## src/rtl/mux_16_pkg.sv

```systemverilog
// Shared Hack datapath definitions.
//   HACK_WORD_W : width of a Hack machine word.
//   hack_word_t : one Hack word. The ALU, the registers and the PC also use this type.
package mux_16_pkg;

   localparam int HACK_WORD_W = 16;

   typedef logic [HACK_WORD_W-1:0] hack_word_t;

endpackage : mux_16_pkg

```

## src/rtl/mux_1.sv

```systemverilog
// Single-bit 2:1 multiplexer built only from NAND/NOT gates.
// Ports:
//   a   : data input, selected when sel=0
//   b   : data input, selected when sel=1
//   sel : select
//   out : (a & ~sel) | (b & sel)
module mux_1 (
   input  logic a,
   input  logic b,
   input  logic sel,
   output logic out
);

   logic nsel;
   logic a_n;
   logic b_n;

   // The final NAND of the two inverted terms gives an OR of the two
   // qualified inputs (De Morgan).
   assign nsel = ~sel;
   assign a_n  = ~(a & nsel);
   assign b_n  = ~(b & sel);
   assign out  = ~(a_n & b_n);

endmodule : mux_1

```

## src/rtl/mux_16.sv

```systemverilog
// 16-bit 2:1 word multiplexer for the Hack datapath. It is used for A/M select,
// the ALU input and the PC source.
// Ports:
//   clk       : clock; only the capture register uses it
//   rst_n     : async active-low clear of the capture register
//   a, b      : data words; sel=0 selects a, sel=1 selects b
//   sel       : select, shared by every bit slice
//   en        : capture enable for out_q
//   out       : combinational result, sel ? b : a. Clock and reset do not affect it.
//   out_q     : registered copy of out, loaded on enabled edges
//   out_valid : high for the cycle after each capture
module mux_16
   import mux_16_pkg::*;
#(
   parameter int WIDTH = HACK_WORD_W
) (
   input  logic             clk,
   input  logic             rst_n,
   input  logic [WIDTH-1:0] a,
   input  logic [WIDTH-1:0] b,
   input  logic             sel,
   input  logic             en,
   output logic [WIDTH-1:0] out,
   output logic [WIDTH-1:0] out_q,
   output logic             out_valid
);

   // One gate-level slice per bit. All slices share sel.
   for (genvar i = 0; i < WIDTH; i++) begin : g_bit
      mux_1 u_mux_1 (
         .a   (a[i]),
         .b   (b[i]),
         .sel (sel),
         .out (out[i])
      );
   end

   // Capture register. out_valid is a single-cycle strobe. When en is low,
   // out_q holds its value but the strobe drops.
   always_ff @(posedge clk or negedge rst_n) begin
      if (!rst_n) begin
         out_q     <= '0;
         out_valid <= 1'b0;
      end else if (en) begin
         out_q     <= out;
         out_valid <= 1'b1;
      end else begin
         out_valid <= 1'b0;
      end
   end

endmodule : mux_16

```

## config.mk

```make
export PLATFORM = sky130hd
export DESIGN_NAME = mux_16
export DESIGN_NICKNAME = d
export VERILOG_FILES = /design/src/rtl/mux_16_pkg.sv /design/src/rtl/mux_1.sv /design/src/rtl/mux_16.sv
export SDC_FILE = /design/constraint.sdc
export NUM_CORES = 1
export LEC_CHECK = 0
export CAP_MARGIN = 10
export CORE_MARGIN = 5
export CORE_UTILIZATION = 35
export DETAILED_ROUTE_END_ITERATION = 6
export GPL_ROUTABILITY_DRIVEN = 1
export GPL_TIMING_DRIVEN = 0
export HOLD_SLACK_MARGIN = 0.05
export PLACE_DENSITY = 0.79
export SYNTH_ARGS = -nofsm -noshare
export SYNTH_HDL_FRONTEND = slang
export SYNTH_SLANG_ARGS = --single-unit
```

## constraint.sdc

```tcl
create_clock -name clk -period 1.7 [get_ports clk]
set_clock_uncertainty 0.15 [all_clocks]
set_input_delay 0.34 -clock clk [delete_from_list [all_inputs] [get_ports clk]]
set_output_delay 0.34 -clock clk [all_outputs]
set_load 0.05 [all_outputs]
```

==> Word level (Yosys, flattened, before mapping) <==
Index checks and enable logic that the tools add are counted.
{ "totals": {"reg_bits": 17, "output_inout_bits": 33} }
{ "op_classes": {"muxes": 1, "bitwise": 97} }
{ "op_table": {"columns": ["cell", "count"], "rows": [
  ["1-bit NOT", 49],
  ["1-bit bitwise AND", 48],
  ["1-bit two-way mux", 1]
]} }

==> Depth between registers and ports, before layout <==
Gate-level depths: netlist of the first run.
{ "depth": {"word_depth": 5, "mapped_depth": 4, "mapped_depth_nobuf": 2} }

==> Modules after synthesis <==
From an unflattened synthesis of the first run, not the netlist that was laid out.
{ "hier_totals": {"hier_cells": 51, "hier_area_um2": 914.6} }
{ "modules_own_cells": {"columns": ["module", "instances", "cells_per_inst", "area_per_inst_um2", "seq_area_each_um2"], "rows": [
  ["mux_16", 1, 35, 674.4, 425.4],
  ["mux_1", 16, 1, 15.0, 0.0]
]} }

==> Least setup slack after synthesis of the first run <==
OpenSTA, ideal clock, no wires.
{ "synth_path": {"kind": "input -> output", "startpoint": "in sel", "endpoint": "out out[10]", "t_arrival_ps": 1075, "required_ps": 1210, "slack_ps": 135, "path_stages": 4, "n_path_buf": 3, "path_cell_list": "buf_6 > buf_12 > mux2_4 > buf_4"} }
{ "synth_via": {"elab_chain_cells": 5} }
{ "synth_rtl": {"columns": ["element", "line_no", "rtl"], "rows": [
  ["start: declaration", "mux_16.sv:21", "input logic sel,"],
  ["1-bit NOT", "mux_1.sv:20", "assign nsel = ~sel;"],
  ["1-bit bitwise AND", "mux_1.sv:21", "assign a_n = ~(a & nsel);"],
  ["1-bit NOT", "mux_1.sv:21", null],
  ["1-bit bitwise AND *", "mux_1.sv:23", "assign out = ~(a_n & b_n);"],
  ["1-bit NOT *", "mux_1.sv:23", null],
  ["end: declaration", "mux_16.sv:23", "output logic [WIDTH-1:0] out,"]
]} }
Mark *: on every way between the ends. The rest lies on a longest branch, timed or not.

==> Worst setup path after layout of the first run <==
{ "layout_path": {"startpoint": "in a[15]", "endpoint": "out out[15]"} }
{ "layout_via": {"elab_chain_cells": 4} }
{ "layout_rtl": {"columns": ["element", "line_no", "rtl"], "rows": [
  ["start: declaration", "mux_16.sv:19", "input logic [WIDTH-1:0] a,"],
  ["1-bit bitwise AND", "mux_1.sv:21", null],
  ["1-bit NOT", "mux_1.sv:21", null],
  ["1-bit bitwise AND", "mux_1.sv:23", null],
  ["1-bit NOT", "mux_1.sv:23", null]
]} }
Every way passes these cells.

==> flow_summary.yaml, run 1 <==
worst_hold_path:
  whs_path_depth: 3
  worst_hold_path_type: "in2reg"
layout:
  utilization_pct: 62.4
  antenna_cells: 0
  fill_cells: 220
  areaGrowthSynthToFinish_pct: 69.9
  fin_area_um2: 1740
  fin_nets: 163
  drive_gt1_share_pct: 48.4
timing:
  timing.final.crit_share_pct: 99.2
  drv_slew: 0
  hold_viol_final: 0
  tightestPinTransition_ps: 731
  timing.final.crit_period_ps: 1690
  fmax_mhz: 593
  setup_viol: 0
  timing.slew.headroom_pct: 51.1
global_route:
  grt-ovfl-total: 0
  grt_pass1_vias: 860
  grt_start_max_net_pins: 18
  antenna_found_initial: 0
  grt_usage_pct: 12.0
  grt_pass1_wl_mm: 4.04
clocking:
  cts_buffers: 3
  clockBufferDepth: 2
  ctsRootBufferMaster: "clkbuf_4"
  hold_buffers: 0
  clock_sinks: 17
  cts_tree: "built"
  clk_latency_ps: 280
  path_clk_slew_ps: 90
  htree_levels: 1
setup_path:
  crit_type: "in2out"
  crit_buf_inv: 2
  path_cells: "clkdlybuf4s50_1, mux2_4, buf_8"
  cp_num_cells: 3
  slowest_delay_ps: 410
  cp_max_fo: 2
  crit_family: "buffers and inverters"
  slowest_stage: "clkdlybuf4s50_1"
  cp_data_arrival_time_ps: 1200
  worst_setup_path_end_kind: "output port"
  required_ps: 1210
  cp-start-kind: "primary input"
  ff2ff_path_depth: 1
power_and_ir_drop:
  leakage_nw: 0.856
  power_density_nw_per_um2: 798
  vdd_drop_max_mv: 0.536
synth:
  synth_top_area_share_pct: 41.6
  synth_top_family_by_area: "multiplexers"
  synth_nets: 105
  synth_mux_area_share_pct: 42.6
  synth_compound_area_share_pct: 0
  synth-seq-area-share_pct: 41.6
  synthXorXnorAreaFrac_pct: 0
  avgSynthCellArea_um2: 14.8
  netlist_area_um2: 1020
  synth_fa_ha_area_share_pct: 0
  ys_types: 7
  synth_top_cell_by_area: "dfrtp_1"
  yosysWarnings: 0
  synth_simple_gate_area_share_pct: 0
  syn_inst: 69
  synth_seq_cells: 17
  synth.top_cells.by_area: "dfrtp_1 (42%), mux2_4 (29%), mux2_2 (13%), buf_4 (12%), buf_12 (2.0%)"
floorplanning:
  rows: 19
  die_area_um2: 4100
  num_io_pins: 69
  fp.coreArea_um2: 2780
  die_w_um: 64.0
  initial_core_util_pct: 36.8
  chipHeight_um: 64.0
drt:
  wl_per_cell_um: 15.4
  firstDrtPassIters: 2
  drtAntennaViolNets: 0
  drcViolationCount: 0
  viasPerCell: 4.53
  dr.first_iter.drc_count: 6
  wl_mm: 2.42
  num_vias: 711
placed_design:
  post-dp-hpwl_mm: 1.96
  place.port_buffers: 67
  placed_area_um2: 1730
  gp_congestion: 0.639
flow_run:
  drv_cap: 0
run_status:
  status: "completed"
-- Yosys cell counts --
cell	number
buf_6	1
buf_2	2
mux2_2	12
buf_12	1
mux2_4	20
dfrtp_1	17
buf_4	16
-- tightest hold or removal path: cells and delay by family --
kind     cells  cell delay (ps)
mux          2              280
buf+inv      1               80
-- flip-flops by register name, indices dropped and copies added, names as in the netlist --
name       flops
out_q         16
out_valid      1
-- kinds of logic (layout without fill, tap and decap cells) --
kind of cell | Yosys count | count (layout)
buffers and inverters | 20 | 77
flip-flops | 17 | 17
multiplexers | 32 | 32
-- report_power, final --
group / internal, mW / switching [mW] / leakage, nW / total [mW]
combinational: 0.305 / 0.395 / 0.643 / 0.700
clock: 0.0908 / 0.116 / 0.0150 / 0.207
sequential: 0.453 / 0.0256 / 0.199 / 0.478
total: 0.849 / 0.537 / 0.856 / 1.39
-- cells in the final DEF, fill, tap and decap left out --
cell type and n:
buf_6 1, dlygate4sd2_1 9, buf_12 1, clkbuf_4 4
clkdlybuf4s50_1 28, dfrtp_1 17, mux2_2 6, clkdlybuf4s15_1 6
clkbuf_1 1, buf_4 2, clkbuf_2 4, dlymetal6s2s_1 4
buf_2 1, buf_8 16, mux2_4 26
-- worst paths after layout --
check | startpoint | to | slack, ps
min in group asynchronous | rst_n | out_q[11]$_DFFE_PN0P_ | 340
worst min register to register | out_q[0]$_DFFE_PN0P_ | out_q[0]$_DFFE_PN0P_ | 360
worst max register to register | out_q[3]$_DFFE_PN0P_ | out_q[3]$_DFFE_PN0P_ | 780
worst min-delay path | a[14] | out_q[14]$_DFFE_PN0P_ | 310
worst max-delay path | a[15] | out[15] | 10
max in group asynchronous | rst_n | out_q[3]$_DFFE_PN0P_ | 600
-- cell type report --
class                      instances  area (um2)  share of cell area, %
buffer                             5        51.3                   2.95
sequential                        17         425                   24.5
clock buffer                       4        26.3                   1.51
timing repair buffer              68         737                   42.4
multi-input combinational         32         458                   26.4
tap                               31        38.8                   2.23
-- metrics by stage --
stage	setup WS (ps)	hold slack, ps	power [mW]	instances	setup TNS [ps]
after floorplan	135	-106	0.949	69	0
after global placement	-632	339	1.21	167	-12460
after detailed placement	-643	342	1.21	167	-12820
after CTS	-90.5	362	1.40	157	-90.5
after global routing	-10.5	313	1.45	157	-10.5
final	13.6	310	1.39	157	0
-- timing repair --
item	in CTS	in global routing
gates resized for setup	150	20
buffers inserted	1	0
setup endpoints to repair	33	15
gates cloned	0	0
-- per-layer routing --
layer	GRT usage (%)	part of all wire (%)
met3	6.65	17
met5	0	0
met1	14.3	38
met4	1.56	0
met2	19.3	45
No activity file was read; power rests on OpenSTA's default activity.
==> inputs of run 2 (changes only) <==
- RECOVER_POWER: not set -> 25
==> run 2 against run 1 <==
Against the previous run: critical endpoint unchanged; clock power barely moved; sequential share of layout area unchanged; combinational power barely moved; sequential power is essentially flat; count of clock-buffer cells in the layout unchanged; worst hold slack did not move; first-iteration DRC count stayed put; design area unchanged; maximum frequency unchanged; setup slack unchanged; global-route usage unchanged.
==> flow_summary.yaml, run 2 (synthesized netlist as in run 1, its figures left out) <==
global_route:
  grt_pass1_wl_mm: 4.04
  grt_usage_pct: 12.0
  grt_pass1_vias: 860
  antenna_found_initial: 0
  grt-ovfl-total: 0
  grt_start_max_net_pins: 18
layout:
  drive_gt1_share_pct: 48.4
  utilization_pct: 62.4
  layout_commonest_cell: "clkdlybuf4s50_1"
  final_cells: 157
  multi_input_area_um2: 458
  antenna_cells: 0
  largest_reg_flops: 16
  seq_area_um2: 425
  fill_cells: 220
  largestRegisters: "out_q x16, out_valid x1"
  layout_common_cells: "clkdlybuf4s50_1 (27), mux2_4 (26), dfrtp_1 (17), buf_8 (16), dlygate4sd2_1 (9)"
  fin_nets: 163
  top_register: "out_q"
  areaGrowthSynthToFinish_pct: 69.9
flow_run:
  drv_cap: 0
floorplanning:
  num_io_pins: 69
  chipHeight_um: 64.0
  die_area_um2: 4100
  die_w_um: 64.0
  rows: 19
  initial_core_util_pct: 36.8
  fp.coreArea_um2: 2780
clocking:
  clock_sinks: 17
  clk_latency_ps: 280
  cts_tree: "built"
  clockBufferDepth: 2
  path_clk_slew_ps: 90
  hold_buffers: 0
  cts_buffers: 3
  htree_levels: 1
  ctsRootBufferMaster: "clkbuf_4"
power_and_ir_drop:
  p_clk_share_pct: 14.9
  share_comb_of_total_power_pct: 50.5
  vdd_drop_max_mv: 0.536
  power_density_nw_per_um2: 798
  leakage_nw: 0.857
  internal-power_uw: 848
  netSwitchingFraction_pct: 38.8
  p_seq_share_pct: 34.5
  switchingPower_uw: 537
timing:
  timing.final.crit_period_ps: 1690
  timing.slew.headroom_pct: 50.6
  setup_viol: 0
  hold_viol_final: 0
  drv_slew: 0
  timing.final.crit_share_pct: 99.2
  tightestPinTransition_ps: 738
  fmax_mhz: 593
placed_design:
  gp_congestion: 0.639
  place_inst: 167
  post-dp-hpwl_mm: 1.96
  place.port_buffers: 67
drt:
  drcViolationCount: 0
  firstDrtPassIters: 2
  drtAntennaViolNets: 0
  dr.first_iter.drc_count: 6
  wl_per_cell_um: 15.4
  num_vias: 711
  viasPerCell: 4.53
  wl_mm: 2.42
setup_path:
  cp_max_fo: 2
  cp_data_arrival_time_ps: 1200
  slowest_stage: "clkdlybuf4s50_1"
  crit_type: "in2out"
  cp-start-kind: "primary input"
  slowest_delay_ps: 410
  required_ps: 1210
  worst_setup_path_end_kind: "output port"
  path_cells: "clkdlybuf4s50_1, mux2_4, buf_8"
run_status:
  status: "completed"
worst_hold_path:
  worst_hold_path_type: "in2reg"
-- run 2: changes by cell type in the layout (fill, tap and decap cells not counted), sizes merged --
cell           previous run  this run
dlygate4sd3               0         1
clkdlybuf4s50            28        27
-- run 2: path summary, 6_finish.rpt --
check	start	depth (start not counted)	slack, ps	end
worst max-delay path	a[15]	3	10	out[15]
worst min-delay path	a[14]	3	310	out_q[14]$_DFFE_PN0P_
worst max register to register	out_q[3]$_DFFE_PN0P_	1	780	out_q[3]$_DFFE_PN0P_
worst min register to register	out_q[0]$_DFFE_PN0P_	1	360	out_q[0]$_DFFE_PN0P_
max in group asynchronous	rst_n	1	530	out_q[3]$_DFFE_PN0P_
min in group asynchronous	rst_n	1	410	out_q[11]$_DFFE_PN0P_
-- run 2: cell type report --
cell class                 count  share of cell area, %
timing repair buffer          68                   42.4
multi-input combinational     32                   26.4
buffer                         5                   2.95
sequential                    17                   24.5
tap                           31                   2.23
clock buffer                   4                   1.51
-- run 2: what timing repair did --
action                                  in CTS  in global routing
setup buffers                                1                  0
gates resized for setup                    150                 20
endpoints found under the setup margin      33                 15
-- run 2: per-stage QoR --
stage	setup TNS, ps	power [mW]	setup WS, ps	hold slack, ps	area, um2
floorplan	0	0.949	135	-106	1020
CTS	-90.5	1.40	-90.5	362	1730
global placement	-12460	1.21	-632	339	1730
finish	0	1.39	13.6	310	1740
detailed placement	-12820	1.21	-643	342	1730
global route	-10.5	1.45	-10.5	313	1740
-- run 2: worst max-delay path, delay by kind of cell --
kind     cells  cell delay, ps
buf+inv      2             560
mux          1             290
-- run 2: metal layers --
| metal | part of all wire [%] | wire, um | GRT usage (%) |
|---|---|---|---|
| met1 | 38 | 930 | 14.3 |
| met2 | 45 | 1080 | 19.3 |
| met5 | 0 | 0 | 0 |
| met4 | 0 | 0 | 1.56 |
| met3 | 17 | 409 | 6.65 |
-- run 2: power by group through the flow --
stage,combinational [mW],sequential [mW],clock (mW)
after floorplan,0.289,0.660,0
after global placement,0.721,0.484,0
after detailed placement,0.728,0.485,0
after CTS,0.707,0.478,0.217
after global routing,0.731,0.485,0.235
final,0.700,0.478,0.207
